File: src/rtl/sys_types_pkg.sv
// Shared scalar types and fixed-point constants for the post-array datapath units
// (requantization, pooling, averaging).
package sys_types;

    typedef logic signed [31:0] int32_t;
    typedef logic signed [7:0]  int8_t;

    localparam int                 QUANT_SHIFT_BITS = 6;
    localparam logic signed [63:0] Q31_ONE_HALF     = 64'sd1 << 30;
    localparam int32_t             INT32_MAX        = 32'sh7FFF_FFFF;
    localparam int32_t             INT32_MIN        = 32'sh8000_0000;

endpackage

File: src/rtl/rounding_divide_by_pot.sv
// Combinational divide of a signed int32 by 2^e, rounding halves away from zero.
// Shared by the requantize, pooling and averaging datapaths.
module rounding_divide_by_pot
    import sys_types::*;
(
    input  int32_t     h_i,
    input  logic [4:0] e_i,
    output int32_t     r_o
);

    logic [31:0] mask;
    logic [31:0] rem;
    logic [31:0] thr;
    int32_t      shifted;

    // Negative values get a threshold one higher, so an exact half on the
    // floor-shifted result still moves toward negative infinity (away from zero).
    always_comb begin : roundDivide
        mask    = (32'd1 << e_i) - 32'd1;
        rem     = $unsigned(h_i) & mask;
        thr     = (mask >> 1) + {31'd0, h_i[31]};
        shifted = h_i >>> e_i;
        r_o     = shifted + ((rem > thr) ? 32'sd1 : 32'sd0);
    end

endmodule

File: src/rtl/requant_activate_unit.sv
// Three-stage int32 -> int8 requantize + clamp activation with valid/ready backpressure.
// Define REQUANT_SAT_STATS_EN to add stats_clear/sat_count saturation statistics.
module requant_activate_unit
    import sys_types::*;
#(
    parameter int MAX_N  = 512,
    parameter int N_BITS = $clog2(MAX_N)
) (
    input  logic                  clk,
    input  logic                  reset,
    input  logic                  in_valid,
    input  logic signed [31:0]    in_output,
    input  logic [N_BITS-1:0]     in_row,
    input  logic [N_BITS-1:0]     in_col,
    output logic                  in_consume,
    input  logic signed [31:0]    quant_mult,
    input  logic signed [QUANT_SHIFT_BITS-1:0] quant_shift,
    input  logic signed [7:0]     out_zero_point,
    input  logic signed [7:0]     act_min,
    input  logic signed [7:0]     act_max,
`ifdef REQUANT_SAT_STATS_EN
    input  logic                  stats_clear,
    output logic [15:0]           sat_count,
`endif
    output logic                  out_valid,
    output logic signed [7:0]     out_data,
    output logic [N_BITS-1:0]     out_row,
    output logic [N_BITS-1:0]     out_col,
    input  logic                  out_ready,
    output logic                  idle
);

    logic              adv;
    logic              s1Valid_q, s2Valid_q, s3Valid_q;
    int32_t            s1X_q, s1X_d;
    int32_t            s2H_q, s2H_d;
    int8_t             s3Data_q, s3Data_d;
    logic [N_BITS-1:0] s1Row_q, s1Col_q, s2Row_q, s2Col_q, s3Row_q, s3Col_q;

    logic [2:0]         lshAmt;
    logic signed [38:0] xWide;
    logic signed [63:0] prod, rounded, biased;
    logic [4:0]         rdExp;
    int32_t             rdRes;
    logic signed [32:0] sumZp;
    logic               clampLow, clampHigh;

    // The whole pipe moves as one; in_valid is deliberately not involved so the
    // buffer's bypass path cannot close a combinational loop through us.
    assign adv        = ~s3Valid_q | out_ready;
    assign in_consume = adv;
    assign idle       = ~(s1Valid_q | s2Valid_q | s3Valid_q);

    always_comb begin : stage1Shift
        lshAmt = quant_shift[QUANT_SHIFT_BITS-1] ? 3'd0 : quant_shift[2:0];
        xWide  = {{7{in_output[31]}}, in_output};
        xWide  = xWide <<< lshAmt;
        if (xWide[38:31] != {8{xWide[31]}})
            s1X_d = xWide[38] ? INT32_MIN : INT32_MAX;
        else
            s1X_d = xWide[31:0];
    end

    // Negative sums are biased by 2^31-1 before the arithmetic shift so the
    // divide truncates toward zero rather than toward negative infinity.
    always_comb begin : stage2Mult
        prod    = 64'(s1X_q) * 64'(quant_mult);
        rounded = prod + (prod[63] ? (64'sd1 - Q31_ONE_HALF) : Q31_ONE_HALF);
        biased  = rounded + (rounded[63] ? 64'sd2147483647 : 64'sd0);
        s2H_d   = 32'(biased >>> 31);
        if (s1X_q == INT32_MIN && quant_mult == INT32_MIN)
            s2H_d = INT32_MAX;
    end

    always_comb begin : stage3Exp
        rdExp = quant_shift[QUANT_SHIFT_BITS-1] ? 5'(-quant_shift) : 5'd0;
    end

    rounding_divide_by_pot uRound (
        .h_i (s2H_q),
        .e_i (rdExp),
        .r_o (rdRes)
    );

    always_comb begin : stage3Clamp
        sumZp     = 33'(rdRes) + 33'(out_zero_point);
        clampLow  = sumZp < 33'(act_min);
        clampHigh = sumZp > 33'(act_max);
        if (clampLow)
            s3Data_d = act_min;
        else if (clampHigh)
            s3Data_d = act_max;
        else
            s3Data_d = sumZp[7:0];
    end

    always_ff @(posedge clk) begin
        if (reset) begin
            s1Valid_q <= 1'b0;
            s2Valid_q <= 1'b0;
            s3Valid_q <= 1'b0;
            s1X_q     <= '0;
            s2H_q     <= '0;
            s3Data_q  <= '0;
            s1Row_q   <= '0;
            s1Col_q   <= '0;
            s2Row_q   <= '0;
            s2Col_q   <= '0;
            s3Row_q   <= '0;
            s3Col_q   <= '0;
        end else if (adv) begin
            s1Valid_q <= in_valid;
            s1X_q     <= s1X_d;
            s1Row_q   <= in_row;
            s1Col_q   <= in_col;
            s2Valid_q <= s1Valid_q;
            s2H_q     <= s2H_d;
            s2Row_q   <= s1Row_q;
            s2Col_q   <= s1Col_q;
            s3Valid_q <= s2Valid_q;
            s3Data_q  <= s3Data_d;
            s3Row_q   <= s2Row_q;
            s3Col_q   <= s2Col_q;
        end
    end

    assign out_valid = s3Valid_q;
    assign out_data  = s3Data_q;
    assign out_row   = s3Row_q;
    assign out_col   = s3Col_q;

`ifdef REQUANT_SAT_STATS_EN
    logic        s3Sat_q;
    logic [15:0] satCount_q, satCount_d;

    // Clear beats a simultaneous increment; the count sticks at all-ones.
    always_comb begin : satNext
        satCount_d = satCount_q;
        if (stats_clear)
            satCount_d = '0;
        else if (s3Valid_q && out_ready && s3Sat_q && satCount_q != 16'hFFFF)
            satCount_d = satCount_q + 16'd1;
    end

    always_ff @(posedge clk) begin
        if (reset) begin
            s3Sat_q    <= 1'b0;
            satCount_q <= '0;
        end else begin
            if (adv)
                s3Sat_q <= clampLow | clampHigh;
            satCount_q <= satCount_d;
        end
    end

    assign sat_count = satCount_q;
`endif

endmodule

File: config.mk
export PLATFORM = sky130hd
export DESIGN_NAME = requant_activate_unit
export DESIGN_NICKNAME = d
export VERILOG_FILES = /design/src/rtl/sys_types_pkg.sv /design/src/rtl/rounding_divide_by_pot.sv /design/src/rtl/requant_activate_unit.sv
export SDC_FILE = /design/constraint.sdc
export NUM_CORES = 2
export LEC_CHECK = 0
export ABC_CLOCK_PERIOD_IN_PS = 23400
export BUFFER_PORTS_ARGS = -buffer_cell sky130_fd_sc_hd__buf_2
export CORE_MARGIN = 2
export CORE_UTILIZATION = 25
export CTS_CLUSTER_DIAMETER = 50
export CTS_CLUSTER_SIZE = 40
export DETAILED_ROUTE_END_ITERATION = 10
export SETUP_SLACK_MARGIN = 0.3
export SLEW_MARGIN = 20
export SYNTH_ARGS = -nofsm -noshare
export SYNTH_HDL_FRONTEND = slang
export SYNTH_HIERARCHICAL = 1
export SYNTH_SLANG_ARGS = --single-unit
File: constraint.sdc
create_clock -name clk -period 23.4 [get_ports clk]
set_input_delay 4.68 -clock clk [delete_from_list [all_inputs] [get_ports clk]]
set_output_delay 4.68 -clock clk [all_outputs]
set_load 0.01 [all_outputs]
# Yosys cells after proc, flatten, opt, wreduce, memory -nomap -nowiden

Index checks and enable logic that the tools add are counted.

$add $sub $neg: 7
Multipliers: 1
Divide/modulo/power cells: 0
Order comparisons: 3
Equal/unequal tests: 3
Shift operators: 3
Multiplexer cells: 10
Bitwise operators: 6
Reduce and logical (&&, ||, !) cells: 1

Operator list:

| operator                | count |
|---|---|
| $mux W32                | 3 |
| $add A64 B64 Y64        | 1 |
| $eq A32 B32 Y1 const B  | 2 |
| $mul A32 B32 Y64        | 1 |
| $mux W64                | 1 |
| $add A63 B32 Y63        | 1 |
| $sshl A32 B3 Y39        | 1 |
| $add A32 B8 Y33         | 1 |
| $gt A33 B8 Y1           | 1 |
| $lt A33 B8 Y1           | 1 |
| $add A31 B1 Y32         | 1 |
| $add A32 B2 Y32         | 1 |
| $and A32 B32 Y32        | 1 |
| $gt A32 B32 Y1          | 1 |
| $shl A1 B5 Y32 const A  | 1 |
| $sshr A32 B5 Y32        | 1 |
| $sub A32 B1 Y32 const B | 1 |
| $mux W31                | 1 |
| $mux W8                 | 2 |
| $ne A7 B7 Y1            | 1 |
| $mux W5                 | 1 |
| $neg A5 Y5              | 1 |
| $mux W3                 | 1 |
| $or A1 B1 Y1            | 3 |
| other kinds (3)         | 4 |

Flip-flop bits (word level): 129
Latch bits: 0
Memory bits (writable): 0
Bits in read-only memories: 0
Output and inout bits: 29
Memories: 0

# Longest topological paths before layout

Depth in word-level cells: 12
Mapped depth: 68
Gate-level depth less buffers: 63

# Cells and area by module

The synthesis kept the hierarchy.

Modules (own cells, without submodules):

| module                 | instances | cells an instance | area an instance (um2) | sequential area each (um2) |
|---|---|---|---|---|
| requant_activate_unit  | 1         | 5848              | 50228.2                | 2582.5 |
| rounding_divide_by_pot | 1         | 639               | 4838.4                 | 0.0 |

# Worst setup path before layout

Ideal clock, no wire load.

Kind: input to register
Start point: in quant_mult[5]
End point: reg s2H_q[4]
Data arrival time: 19.575 ns
Required time: 23.314 ns
Path slack: 3.739 ns
Stages on the path: 62
Buffers on the path: 6
Cell sequence: clkbuf_1 > nand2_1 > inv_1 > fa_1 > inv_1 > fa_1 > inv_1 > fa_1 > fa_1 > inv_1 > fa_1 > inv_1 > fa_1 > inv_1 > fa_1 > inv_1 > fa_1 > ha_1 > [26 not listed] > a21o_1 > a21o_1 > a21o_1 > a21o_1 > a21o_1 > a21o_1 > a21o_1 > a21oi_1 > o21ai_0 > a21o_1 > a31oi_1 > o21ai_0 > o31ai_2 > a21boi_2 > buf_6 > nor2b_1 > xnor2_1 > a211oi_1

Cells in the longest elaborated chain, start to end: 6

RTL lines:

| element              | line                         | source |
|---|---|---|
| from (decl)          | requant_activate_unit.sv:16  | `input logic signed [31:0] quant_mult,` |
| $mul A32 B32 Y64     | requant_activate_unit.sv:67  | `prod = 64'(s1X_q) * 64'(quant_mult);` |
| $mux W64             | requant_activate_unit.sv:68  | `rounded = prod + (prod[63] ? (64'sd1 - Q31_ONE_HALF) : Q31_ONE_HALF);` |
| $add A64 B64 Y64     | requant_activate_unit.sv:68  |  |
| $mux W31             | requant_activate_unit.sv:69  | `biased = rounded + (rounded[63] ? 64'sd2147483647 : 64'sd0);` |
| $add A63 B32 Y63     | requant_activate_unit.sv:69  |  |
| $mux W32 (*)         | requant_activate_unit.sv:71  | `if (s1X_q == INT32_MIN && quant_mult == INT32_MIN)` |
| to (signal assigned) | requant_activate_unit.sv:117 | `s2H_q <= s2H_d;` |
| to (decl)            | requant_activate_unit.sv:36  | `int32_t s2H_q, s2H_d;` |

Every way passes the cells marked *; elsewhere a longest branch is shown, timed or not.
A chain may end at the register's enable or synchronous reset.

# Final worst setup path

Start point: in quant_mult[7]
End point: reg s2H_q[5]

The elaborated chain is that of the path after synthesis.

==> metrics.csv <==
stage;metric;value;unit
run_status;status;finished, final reports clean;
die;fp-row-count;172;
drt;drt-vias-per-instance;4.86;
yosys;netlist_area;0.0551;sq mm
worst_hold_path;min_path_cells;2;
drt;drt-total-wl;175000;um
sta;worstMarginPinSlew;1020;ps
sta;totalNegativeSetupSlack;0;ps
critical_path;r2r_setup_slack;7140;ps
layout;final_area;0.0592;sq mm
critical_path;crit_fanout;43;
yosys;ys_top_cells_by_area;fa_1 (39%), ha_1 (8.4%), inv_1 (7.7%);
critical_path;critPathRequiredTime;23770;ps
global_routing;grt_pass1_wl;274000;um
layout;fin_nets;7934;
clock_network;cts_setup_buffers;0;
die;die_area;0.224;sq mm
yosys;yosysMostFrequentCell;inv_1;
critical_path;path_buf_inv;11;
die;start_util;0.251;
layout;drive_above_1_share;0.0641;
layout;areaGrowthSynthToFinish;7.54;%
critical_path;crit_slowest_cell;fa_1;
die;die_h;473;um
worst_hold_path;worstHoldStart;out_col[7]$_SDFFE_PP0P_;
critical_path;rr_endpoint;s2H_q[5]$_SDFFE_PP0P_;
clock_network;clk_pin_slew;70;ps
worst_hold_path;hold_path.class;reg -> reg;
critical_path;reg2regPathDepth;59;
yosys;synth_edf_count;0;
drt;drt_iter0_markers;3123;
clock_network;cts_buffer_depth;2;
yosys;syn_area_per_cell;8.49;sq um
clock_network;cts_tree;done;
critical_path;r2r-start;s1X_q[31]$_SDFFE_PP0P_;
yosys;ys_seq_area_frac;0.0469;
critical_path;cp-start-kind;input port;
sta;post-route-period-util;0.864;
yosys;yosys_warnings;6;
sta;slew_viol_final;0;
sta;relSlewSlack;0.316;
sta;fmax;0.0495;GHz
flow_run;max-cap-violations;0;
die;ios;145;
die;die_w;473;um
critical_path;path_class;in -> reg;
critical_path;crit_top_cell;a21o_1;
sta;hold_ws;449;ps
global_routing;grt_start_max_net_pins;73;
worst_hold_path;min_to;out_col[7]$_SDFFE_PP0P_;
sta;hold_violations;0;
yosys;yosysUniqueCellTypes;126;
yosys;synthTopCellsByCount;inv_1 (1127), fa_1 (1083), nand2_1 (972);
clock_network;clock_latency;480;ps
clock_network;post_cts_resize_count;0;
clock_network;cts-buffers-inserted;17;
critical_path;slowest_delay;840;ps
placed_design;hpwlAfterDp;138000;um
global_routing;antenna_found_initial;15;
sta;fin_skew;22.4;ps
yosys;ys.flop_type;dfxtp_1;
critical_path;critPathTopFamily;compound AO/OA/AOI/OAI gates;
sta;finalCriticalPeriod;20220;ps
yosys;synth_top_area_share;0.394;
global_routing;grt_pass1_vias;47698;
clock_network;holdBufCountCts;0;
global_routing;overflow;0;
drt;vias;45054;
clock_network;cts_root_buffer;clkbuf_16;
placed_design;gp_congestion;0.911;
drt;drtAntennaViolNets;0;
yosys;synth_top_area_cell;fa_1;
clock_network;htree_levels;4;
yosys;synth_cells;6487;
critical_path;crit_path_end_kind;flop;
critical_path;cp.arrival;20590;ps
placed_design;placement.cell_area;0.0586;sq mm
global_routing;grt_use_total;0.155;
sta;rsz0062_at_grt;no;
yosys;synth_seq_cells;129;
placed_design;io_buffers;144;
drt;drc;0;
yosys;synthArstFlopShare;0;
drt;dr.pass1.iters;6;
clock_network;clock_sinks;129;
die;core;0.219;sq mm
yosys;synth_nets;8054;
sta;setup_viol;0;
drt;wire_per_inst;18.9;um
==> sequential cells by signal, summed over array words and instances, names as in the netlist <==
name	cells
s1Col_q	9
s1Valid_q	1
s2Col_q	9
s2H_q	32
out_data	8
s1Row_q	9
out_row	9
s2Valid_q	1
s2Row_q	9
s1X_q	32
out_col	9
out_valid	1
==> worst max-delay path by stage <==
stage               slack, ps                endpoint  cells after the start     startpoint
finish                   3180   s2H_q[5]$_SDFFE_PP0P_                     58  quant_mult[7]
floorplan                3740   s2H_q[4]$_SDFFE_PP0P_                     62  quant_mult[5]
detailed placement       2610   s2H_q[5]$_SDFFE_PP0P_                     52  quant_mult[7]
global route             2170   s2H_q[5]$_SDFFE_PP0P_                     53  quant_mult[7]
global placement         2680  s2H_q[13]$_SDFFE_PP0P_                     52  quant_mult[7]
CTS                      3080   s2H_q[5]$_SDFFE_PP0P_                     53  quant_mult[7]
==> layer usage <==
layer | GRT usage | routed length (um) | vias up | share of wire
li1 | - | - | 20302 | -
met1 | 0.199 | 74100 | 22884 | 0.42
met2 | 0.267 | 84400 | 1552 | 0.48
met3 | 0.0237 | 11000 | 296 | 0.063
met4 | 0.0464 | 5230 | 20 | 0.030
met5 | 0 | 132 | - | 0.00075
==> logic make-up (layout without fill, tap and decap cells) <==
group | after synthesis | count (layout) | synth area share
simple gates | 2147 | 2147 | 0.190
flops | 129 | 129 | 0.0469
buf+inv | 1501 | 1394 | 0.104
xor+xnor | 210 | 210 | 0.0339
mux | 150 | 150 | 0.0365
other cells | 2 | 15 | 0.000136
compound gates | 895 | 895 | 0.111
fa+ha+maj | 1453 | 1453 | 0.478
==> layout make-up <==
class / instances / area [sq um]
Antenna cell: 13 / 32.5
Fill cell: 23407 / 160000
Clock buffer: 19 / 443
Sequential cell: 129 / 2580
Timing Repair Buffer: 233 / 1390
Clock inverter: 13 / 140
Inverter: 1129 / 4240
Tap cell: 2871 / 3590
Multi-Input combinational cell: 4857 / 46800
==> cell usage in the layout (no fill, tap or decap), types with 12 or more instances in the layout <==
cell / count
a31oi_1: 23
o211ai_1: 34
nand2b_1: 36
buf_2: 143
o21bai_1: 22
mux2i_1: 90
o31ai_1: 15
o21ai_1: 12
a211o_1: 15
and3_1: 35
or2_2: 18
diode_2: 13
a311oi_1: 37
o21a_1: 48
nand4_1: 48
or3_1: 27
dfxtp_1: 129
nand2_1: 972
nor2b_1: 63
nor2_1: 245
nor3b_1: 13
a21oi_1: 277
nand3_1: 78
ha_1: 368
xor2_1: 62
o21ai_0: 97
a22oi_1: 13
mux2_2: 23
fa_1: 1083
and2_1: 435
a21o_1: 93
a211oi_1: 47
nor4_1: 29
xnor2_1: 145
nor3_1: 81
mux4_2: 29
clkbuf_16: 17
buf_4: 90
inv_1: 1126
o22ai_1: 21
==> worst register-to-register path, delay by kind of cell (launching register included) <==
family / cells / cell delay [ps]
AOI/OAI and AO/OA: 30 / 6340
adders and majority gates: 11 / 5520
buffers and inverters: 12 / 2330
and+or+nand+nor: 4 / 1330
DFF: 1 / 310
xor gates and xnor gates: 2 / 300
==> stage by stage <==
stage                      util  std cells  worst slack, ps
after floorplan               -       6487             3740
after global placement    0.267       9219             2680
after detailed placement  0.267       9219             2610
after CTS                 0.270       9251             3080
after global routing      0.270       9263             2170
final                     0.270       9264             3180
Power is not shown: default switching activity piles up to over one toggle a cycle in this logic, so the estimate is an artifact.
